[src/rtl/vecmac_pkg.sv]
// Shared definitions for the vector-MAC sequencer slice.
//   state_e    : sequencer FSM states
//   LANES      : byte lanes per operand beat
//   BYTE_W     : lane width
//   PROD_W     : u8 x u8 product width
//   TREE_SUM_W : width of the 4-input adder-tree result
package vecmac_pkg;

  localparam int LANES      = 4;
  localparam int BYTE_W     = 8;
  localparam int PROD_W     = 16;
  localparam int TREE_SUM_W = 18;

  typedef enum logic [2:0] {
    ST_IDLE  = 3'd0,
    ST_FEED  = 3'd1,
    ST_DRAIN = 3'd2,
    ST_DONE  = 3'd3,
    ST_FLUSH = 3'd4
  } state_e;

endpackage

[src/rtl/vecmac_prod4.sv]
// Registered 4-lane unsigned u8 x u8 multiplier.
//   clk, rst_n : clock, async active-low reset
//   i_load     : capture products of i_a/i_b this edge
//   i_a, i_b   : LANES x u8 operands, lane l = [8l+7:8l]
//   o_valid    : high for exactly the cycle after each i_load
//   o_prod     : registered products, held between loads
module vecmac_prod4
  import vecmac_pkg::*;
(
  input  logic                           clk,
  input  logic                           rst_n,
  input  logic                           i_load,
  input  logic [LANES*BYTE_W-1:0]        i_a,
  input  logic [LANES*BYTE_W-1:0]        i_b,
  output logic                           o_valid,
  output logic [LANES-1:0][PROD_W-1:0]   o_prod
);

  logic                         r_valid;
  logic [LANES-1:0][PROD_W-1:0] r_prod;

  always_ff @(posedge clk or negedge rst_n) begin
    if (!rst_n) begin
      r_valid <= 1'b0;
      r_prod  <= '0;
    end else begin
      r_valid <= i_load;
      if (i_load) begin
        for (int l = 0; l < LANES; l++) begin
          r_prod[l] <= PROD_W'(i_a[BYTE_W*l +: BYTE_W]) * PROD_W'(i_b[BYTE_W*l +: BYTE_W]);
        end
      end
    end
  end

  assign o_valid = r_valid;
  assign o_prod  = r_prod;

endmodule

[src/rtl/vecmac_seq_ctrl.sv]
// Sequencer for one unsigned int8 dot product over LEN 4-element chunks.
// Streams operand beats into registered multipliers, feeds the external
// 2-stage adder tree and accumulates its sums into a single result.
//   clk, rst_n                : clock, async active-low reset
//   i_cmd_valid/o_cmd_ready   : command handshake, i_cmd_len = chunk count (0 legal)
//   i_op_valid/o_op_ready     : operand beat handshake, i_op_a/i_op_b = 4 x u8
//   i_abort                   : cancel current command (FEED/DRAIN only)
//   o_tree_in_valid, o_tree_p*: product beat to adder tree
//   i_tree_out_valid, i_tree_sum : adder tree result
//   o_res_valid/i_res_ready, o_res_data : result handshake
//   o_err_stray               : sticky, tree result seen with nothing outstanding
module vecmac_seq_ctrl
  import vecmac_pkg::*;
#(
  parameter int LEN_W    = 8,
  parameter int TREE_LAT = 2,
  parameter int ACC_W    = TREE_SUM_W + LEN_W
)(
  input  logic                    clk,
  input  logic                    rst_n,
  input  logic                    i_cmd_valid,
  output logic                    o_cmd_ready,
  input  logic [LEN_W-1:0]        i_cmd_len,
  input  logic                    i_op_valid,
  output logic                    o_op_ready,
  input  logic [31:0]             i_op_a,
  input  logic [31:0]             i_op_b,
  input  logic                    i_abort,
  output logic                    o_tree_in_valid,
  output logic [PROD_W-1:0]       o_tree_p0,
  output logic [PROD_W-1:0]       o_tree_p1,
  output logic [PROD_W-1:0]       o_tree_p2,
  output logic [PROD_W-1:0]       o_tree_p3,
  input  logic                    i_tree_out_valid,
  input  logic [TREE_SUM_W-1:0]   i_tree_sum,
  output logic                    o_res_valid,
  input  logic                    i_res_ready,
  output logic [ACC_W-1:0]        o_res_data,
  output logic                    o_err_stray
);

  // At most TREE_LAT+1 beats are ever between accept and return.
  localparam int OUT_W = $clog2(TREE_LAT + 2);

  state_e                  r_state, w_next;
  logic [LEN_W-1:0]        r_len;
  logic [LEN_W-1:0]        r_issued;
  logic [OUT_W-1:0]        r_out;
  logic [OUT_W-1:0]        w_out_nxt;
  logic [ACC_W-1:0]        r_acc;
  logic                    r_err_stray;

  logic                    w_cmd_acc;
  logic                    w_op_acc;
  logic                    w_ret;
  logic                    w_stray;
  logic                    w_last_beat;
  logic [LANES-1:0][PROD_W-1:0] w_prod;

  // Abort wins over a simultaneous beat, so it masks op_ready directly.
  assign o_op_ready  = (r_state == ST_FEED) && !i_abort;
  assign w_cmd_acc   = o_cmd_ready && i_cmd_valid;
  assign w_op_acc    = o_op_ready && i_op_valid;
  assign w_ret       = i_tree_out_valid && (r_out != '0);
  assign w_stray     = i_tree_out_valid && (r_out == '0);
  assign w_last_beat = w_op_acc && ((r_issued + LEN_W'(1)) == r_len);

  // Outstanding is counted from beat accept, so a return can never race it.
  always_comb begin
    w_out_nxt = r_out;
    case ({w_op_acc, w_ret})
      2'b10:   w_out_nxt = r_out + OUT_W'(1);
      2'b01:   w_out_nxt = r_out - OUT_W'(1);
      default: w_out_nxt = r_out;
    endcase
  end

  always_comb begin
    w_next      = r_state;
    o_cmd_ready = 1'b0;
    o_res_valid = 1'b0;
    case (r_state)
      ST_IDLE: begin
        o_cmd_ready = 1'b1;
        if (i_cmd_valid) w_next = (i_cmd_len == '0) ? ST_DONE : ST_FEED;
      end
      ST_FEED: begin
        if (i_abort)          w_next = ST_FLUSH;
        else if (w_last_beat) w_next = ST_DRAIN;
      end
      ST_DRAIN: begin
        if (i_abort)                        w_next = ST_FLUSH;
        else if (w_ret && (r_out == OUT_W'(1))) w_next = ST_DONE;
      end
      ST_DONE: begin
        o_res_valid = 1'b1;
        if (i_res_ready) w_next = ST_IDLE;
      end
      ST_FLUSH: begin
        if (w_out_nxt == '0) w_next = ST_IDLE;
      end
      default: w_next = ST_IDLE;
    endcase
  end

  always_ff @(posedge clk or negedge rst_n) begin
    if (!rst_n) r_state <= ST_IDLE;
    else        r_state <= w_next;
  end

  always_ff @(posedge clk or negedge rst_n) begin
    if (!rst_n) begin
      r_len       <= '0;
      r_issued    <= '0;
      r_out       <= '0;
      r_acc       <= '0;
      r_err_stray <= 1'b0;
    end else begin
      r_out <= w_out_nxt;
      if (w_cmd_acc) begin
        r_len    <= i_cmd_len;
        r_issued <= '0;
        r_acc    <= '0;
      end else begin
        if (w_op_acc) r_issued <= r_issued + LEN_W'(1);
        // Returns during FLUSH only retire outstanding work; acc is dropped.
        if (w_ret && (r_state == ST_FEED || r_state == ST_DRAIN))
          r_acc <= r_acc + ACC_W'(i_tree_sum);
      end
      // A stray in the accepting cycle still latches.
      if (w_stray)        r_err_stray <= 1'b1;
      else if (w_cmd_acc) r_err_stray <= 1'b0;
    end
  end

  vecmac_prod4 u_prod (
    .clk     (clk),
    .rst_n   (rst_n),
    .i_load  (w_op_acc),
    .i_a     (i_op_a),
    .i_b     (i_op_b),
    .o_valid (o_tree_in_valid),
    .o_prod  (w_prod)
  );

  assign o_tree_p0   = w_prod[0];
  assign o_tree_p1   = w_prod[1];
  assign o_tree_p2   = w_prod[2];
  assign o_tree_p3   = w_prod[3];
  assign o_res_data  = r_acc;
  assign o_err_stray = r_err_stray;

endmodule

[config.mk]
export PLATFORM = sky130hd
export DESIGN_NAME = vecmac_seq_ctrl
export DESIGN_NICKNAME = d
export VERILOG_FILES = /design/src/rtl/vecmac_pkg.sv /design/src/rtl/vecmac_prod4.sv /design/src/rtl/vecmac_seq_ctrl.sv
export SDC_FILE = /design/constraint.sdc
export NUM_CORES = 1
export LEC_CHECK = 0
export BUFFER_PORTS_ARGS = -buffer_cell sky130_fd_sc_hd__buf_4
export CAP_MARGIN = 20
export CORE_ASPECT_RATIO = 1.1
export CORE_UTILIZATION = 30
export CTS_CLUSTER_DIAMETER = 120
export DETAILED_ROUTE_END_ITERATION = 10
export GPL_TIMING_DRIVEN = 0
export HOLD_SLACK_MARGIN = 0.15
export MAX_ROUTING_LAYER = met4
export SYNTH_ARGS = -nofsm -noshare
export SYNTH_HDL_FRONTEND = slang
export SYNTH_SLANG_ARGS = --single-unit
[constraint.sdc]
create_clock -name clk -period 9.1 [get_ports clk]
set_clock_uncertainty 0.2 [all_clocks]
set_input_delay 1.365 -clock clk [delete_from_list [all_inputs] [get_ports clk]]
set_output_delay 1.365 -clock clk [all_outputs]
set_load 0.02 [all_outputs]
==> results.toml, run 1 <==
[outcome]
status = "finished clean"

[place]
portBuffers = 191
placed_cell_area_mm2 = 0.0162
post-dp-hpwl_mm = 30.7
place.gp.congestion = 0.918

[timing]
rsz0062_at_grt = "no"
drv_slew = 0
max_freq_mhz = 185
finalCritPeriodShare = 0.593
setup-tns-final_ns = 0
maxSlewHeadroom = 0.434
period_needed_ns = 5.39
finalHoldViolCount = 0
tightest_slew_ns = 0.849
setup_viol = 0

[detailed_routing]
first_iter_violations = 464
drt_pass1_iterations = 4
avgViaCountPerCell = 4.86
dr_total_vias = 11469
wirelength_mm = 37.9
wl_per_cell_um = 16.1
drc = 0
drt.antenna.violating_nets = 0

[clock_tree]
clkLatencyLatePin_ns = 0.43
cts_buffers = 17
cts_tree = "yes"
clkSlewWorstSetupHoldPaths_ns = 0.06
clkSinkCount = 113
clockBufferDepth = 2
cts_resized = 0
htreeDepth = 4
cts-hold-fix-buffers = 0
post-cts-setup-buffer-count = 0
ctsRootBufferMaster = "clkbuf_16"

[global_route]
antenna_found_initial = 1
grt_pass1_vias = 12249
gr-total-overflow = 0
grt_max_degree = 88
grt_pass1_wl_mm = 63.1
grtUsageTotal = 0.172

[setup_path]
required_ns = 9.22
reg2regPathDepth = 13
crit_fanout = 8
r2r-end = "r_state[1]$_DFFE_PN0P_"
crit_start = "i_op_b[18]"
cp-end-kind = "flip-flop"
regToRegSetupSlack_ns = 4.85
worst-setup-path-type = "input port to flip-flop"
worstPathArrival_ns = 5.52
start_kind = "input port"
r2r_start = "r_state[1]$_DFFE_PN0P_"

[yosys]
synth.most_common_cell = "and2_1"
synth-seq-area-share = 0.203
netlist_top_cells_area = "fa_1 21%, dfrtp_1 20%, ha_1 15%, and2_1 9.6%, inv_1 5.5%"
post_synth_num_cell_types = 65
synth_ff_type = "dfrtp_1"
syn_inst = 1547
synth_area_mm2 = 0.0139
async_flop_share = 1.00
yosysWarnings = 0
synth_commonest_cells = "213 x and2_1, 206 x inv_1, 201 x nand2_1"
synth_nets = 1956
synth_seq_cells = 113
avgSynthCellArea_um2 = 9.01
synth_edf_count = 0
synth_top_area_cell = "fa_1"
synth_top_area_share = 0.208

[power]
power.leakage_nw = 8.51
ir_drop_uv = 150
power.density_mw_per_mm2 = 239

[floorplan]
ios = 192
coreArea_mm2 = 0.0457
die_h_um = 228
initial_core_util = 0.305
die_area_mm2 = 0.0473
rows = 82
die_x_um = 208

[min_path]
hp-class = "flip-flop to flip-flop"
min_to = "u_prod.o_prod[19]$_DFFE_PN0P_"
min_from = "u_prod.o_prod[19]$_DFFE_PN0P_"
min_path_cells = 2

[final_layout]
nFillCells = 4660
stdcell_area_mm2 = 0.0167
drive_above_1_share = 0.145
areaGrowthSynthToFinish_pct = 19.7
nets = 2168

[run]
drv_cap = 0
report_power, final:
part | internal [mW] | switching (mW)
combinational | 1.06 | 1.45
sequential | 0.696 | 0.157
clock | 0.350 | 0.275
total | 2.11 | 1.88
logic make-up after synthesis:
family | synth area share
flops | 0.203
buf+inv | 0.0679
compound gates | 0.117
mux | 0.00799
fa+ha+maj | 0.358
xor+xnor | 0.0370
simple gates | 0.210
critical path: stages:
cell	delay, ns
buf_4	0.14
and2_1	0.17
fa_1	0.52
fa_1	0.50
fa_1	0.48
inv_1	0.05
fa_1	0.47
inv_1	0.04
ha_1	0.19
or3_1	0.46
o311ai_1	0.52
a211oi_1	0.18
o21a_1	0.20
o31ai_1	0.23
sequential cells by signal, indices dropped and copies added, names as in the netlist:
signal and count:
r_out 2, o_res_data 26, o_err_stray 1, r_issued 8, r_len 8, r_state 3
u_prod.o_prod 64, u_prod.o_valid 1
per-stage QoR:
stage / worst slack (ns) / hold WS, ns / instances / utilization / power, mW
after global placement: 3.35 / 0.259 / 2326 / 0.353 / 3.34
after detailed placement: 3.29 / 0.264 / 2328 / 0.354 / 3.39
after global routing: 3.57 / 0.310 / 2361 / 0.366 / 4.38
after CTS: 3.72 / 0.277 / 2360 / 0.366 / 4.05
after floorplan: 3.72 / 0.265 / 1547 / - / 2.54
final: 3.71 / 0.271 / 2361 / 0.366 / 3.99
cell usage in the layout (no fill, tap or decap), types with 11 or more instances in the layout:
| cell | instances |
|---|---|
| nand3_1 | 32 |
| buf_4 | 191 |
| clkbuf_1 | 21 |
| a211oi_1 | 18 |
| xor2_1 | 28 |
| nor2_1 | 36 |
| clkbuf_16 | 17 |
| o21a_1 | 17 |
| a21o_1 | 21 |
| nand2b_1 | 14 |
| nor3_1 | 13 |
| o21ai_0 | 91 |
| o211ai_1 | 13 |
| xnor2_1 | 29 |
| or3_1 | 11 |
| ha_1 | 167 |
| dfrtp_1 | 113 |
| and2_1 | 213 |
| nand2_1 | 201 |
| a31oi_1 | 13 |
| inv_1 | 206 |
| a21oi_1 | 29 |
| fa_1 | 145 |
worst max-delay path by stage:
stage,end
after floorplan,u_prod.o_prod[15]$_DFFE_PN0P_
after global routing,u_prod.o_prod[15]$_DFFE_PN0P_
after global placement,u_prod.o_prod[46]$_DFFE_PN0P_
after detailed placement,u_prod.o_prod[46]$_DFFE_PN0P_
after CTS,u_prod.o_prod[46]$_DFFE_PN0P_
final,u_prod.o_prod[46]$_DFFE_PN0P_
cell type report:
class	count	area (µm²)	area share
antenna	1	2.50	0.000150
buffer	34	169	0.0101
clock buffer	17	425	0.0255
clock inverter	15	109	0.00652
inverter	207	777	0.0466
multi-input combinational	1193	10200	0.609
sequential	113	2830	0.169
tap	588	736	0.0441
timing repair buffer	193	1480	0.0887
per-layer routing:
| layer | vias up | wire length, µm | global-route usage |
|---|---|---|---|
| met3 | 30 | 2120 | 0.0374 |
| met4 | 0 | 577 | 0.0375 |
| met1 | 5686 | 16500 | 0.203 |
| met2 | 245 | 18700 | 0.297 |
| li1 | 5508 | - | - |
| met5 | - | 0 | - |
(Power assumes the default switching activity.)
==> run 2, diff against run 1 <==
clock period = 5.05 ns   (was 9.1 ns; I/O delays follow)
==> run 2 against run 1 <==
Clock power is 81% higher. Global-route usage is essentially flat. Largest power group unchanged. Non-clock buffer count increased by 1. First-iteration DRC count is 14% lower. Combinational power is 80% higher. Flip-flop and latch count unchanged. Core utilization is essentially flat. Critical path depth unchanged. Die area unchanged. Via count barely moved. Final cell count is essentially flat. Largest cell class unchanged. Count of clock-buffer cells in the layout unchanged.
==> results.toml, run 2 (same netlist as run 1, synthesis figures left out) <==
[clock_tree]
clkSinkCount = 113
clockBufferDepth = 2
htreeDepth = 4
cts_buffers = 17
post-cts-setup-buffer-count = 0
ctsRootBufferMaster = "clkbuf_16"
cts_tree = "yes"
clkSlewWorstSetupHoldPaths_ns = 0.06
clkLatencyLatePin_ns = 0.43

[power]
combPwrFrac = 0.629
power_frac_clock = 0.157
power.density_mw_per_mm2 = 431
switching_share = 0.471
finalPower_mw = 7.19
power.leakage_nw = 8.51
p_seq_frac = 0.214
ir_drop_uv = 270
switching_power_mw = 3.39
p_int_mw = 3.80

[timing]
period_needed_ns = 4.78
tightest_slew_ns = 0.852
fin_ws_ns = 0.273
setup-tns-final_ns = 0
setup_viol = 0
drv_slew = 0
maxSlewHeadroom = 0.432
rsz0062_at_grt = "no"
max_freq_mhz = 209
whs_ns = 0.273
finalHoldViolCount = 0
finalCritPeriodShare = 0.946

[run]
drv_cap = 0

[detailed_routing]
drc = 0
wirelength_mm = 37.9
first_iter_violations = 397
avgViaCountPerCell = 4.86
dr_total_vias = 11478
drt_pass1_iterations = 4
wl_per_cell_um = 16.0
drt.antenna.violating_nets = 0

[global_route]
antenna_found_initial = 1
grt_pass1_vias = 12255
grt_max_degree = 88
grtUsageTotal = 0.172
grt_pass1_wl_mm = 63.2
gr-total-overflow = 0

[setup_path]
crit_start = "i_op_b[18]"
timing.critical_path.to = "u_prod.o_prod[46]$_DFFE_PN0P_"
worstPathArrival_ns = 4.90
regToRegSetupSlack_ns = 0.79
cp_common_cell = "fa_1"
r2r-end = "r_state[1]$_DFFE_PN0P_"
reg2regPathDepth = 13
cp-end-kind = "flip-flop"
crit_fanout = 8
cp_cell_sequence = "buf_4 > and2_1 > fa_1 > fa_1 > fa_1 > inv_1 > fa_1 > inv_1 > ha_1 > or3_1 > o311ai_1 > a211oi_1 > o21a_1 > o31ai_1"
cp_slowest_stage_delay_ns = 0.52
worst-setup-path-type = "input port to flip-flop"
r2r_start = "r_state[1]$_DFFE_PN0P_"
slowest_stage = "fa_1"
required_ns = 5.18
start_kind = "input port"

[place]
placedCellCount = 2328
place.gp.congestion = 0.918
placed_cell_area_mm2 = 0.0162
pre_cts_slack_ns = -0.150
post-dp-hpwl_mm = 30.7
portBuffers = 191

[final_layout]
drive_above_1_share = 0.145
areaGrowthSynthToFinish_pct = 19.8
final_core_utilization = 0.366
nets = 2169
largest_reg_flops = 64
stdcell_area_mm2 = 0.0167
layout_common_cells = "213 x and2_1, 206 x inv_1, 201 x nand2_1"
nFillCells = 4659
fin_cells = 2362
final_common_cell = "and2_1"

[floorplan]
initial_core_util = 0.305
die_x_um = 208
die_area_mm2 = 0.0473
die_h_um = 228
ios = 192
rows = 82
coreArea_mm2 = 0.0457

[outcome]
status = "finished clean"

[min_path]
hp-class = "flip-flop to flip-flop"
min_from = "u_prod.o_prod[19]$_DFFE_PN0P_"
==> run 2: cell count changes in the layout (fill, tap and decap cells not counted), sizes merged <==
cell and change:
dlygate4sd3 +1
==> run 2: timing repair <==
item | in CTS | in global routing
hold endpoints to repair | 26 | 0
hold buffers | 1 | 0
gates resized for setup | 0 | 0
==> run 2: layout make-up <==
type                    count  area [µm²]  share of cell area
well taps                 588         736              0.0441
repair buffers            194        1490              0.0892
clock inverters            15         109             0.00652
clock buffers              17         425              0.0255
multi-input cells        1193       10200               0.609
flip-flops and latches    113        2830               0.169
diodes                      1        2.50            0.000150
plain buffers              34         169              0.0101
inverters                 207         777              0.0465
==> run 2: how the worst min path moves through the flow <==
stage	endpoint	slack [ns]	depth (start not counted)
floorplan	o_err_stray$_DFFE_PN0P_	0.26	0
global placement	u_prod.o_prod[48]$_DFFE_PN0P_	0.26	2
detailed placement	u_prod.o_prod[19]$_DFFE_PN0P_	0.26	2
CTS	u_prod.o_prod[19]$_DFFE_PN0P_	0.28	2
global route	u_prod.o_prod[30]$_DFFE_PN0P_	0.31	2
finish	u_prod.o_prod[19]$_DFFE_PN0P_	0.27	2
==> run 2: worst max-delay path, delay by kind of cell <==
family                   cells  cell delay, ns
adder cells (fa/ha/maj)      5            2.17
buffers and inverters        3            0.23
AND/OR/NAND/NOR              2            0.63
AO/OA/AOI/OAI                4            1.11
==> run 2: power by group through the flow <==
stage | registers (mW) | logic, mW | clock network (mW)
after floorplan | 1.82 | 2.76 | 0
after global placement | 1.54 | 4.48 | 0
after detailed placement | 1.55 | 4.56 | 0
after CTS | 1.54 | 4.59 | 1.15
after global routing | 1.58 | 5.12 | 1.19
final | 1.54 | 4.53 | 1.13
==> run 2: layer usage <==
layer	track usage	vias up	part of all wire
met2	0.297	239	0.49
met5	-	-	0
met4	0.0375	0	0.016
met1	0.203	5699	0.44
li1	-	5508	-
met3	0.0374	32	0.053
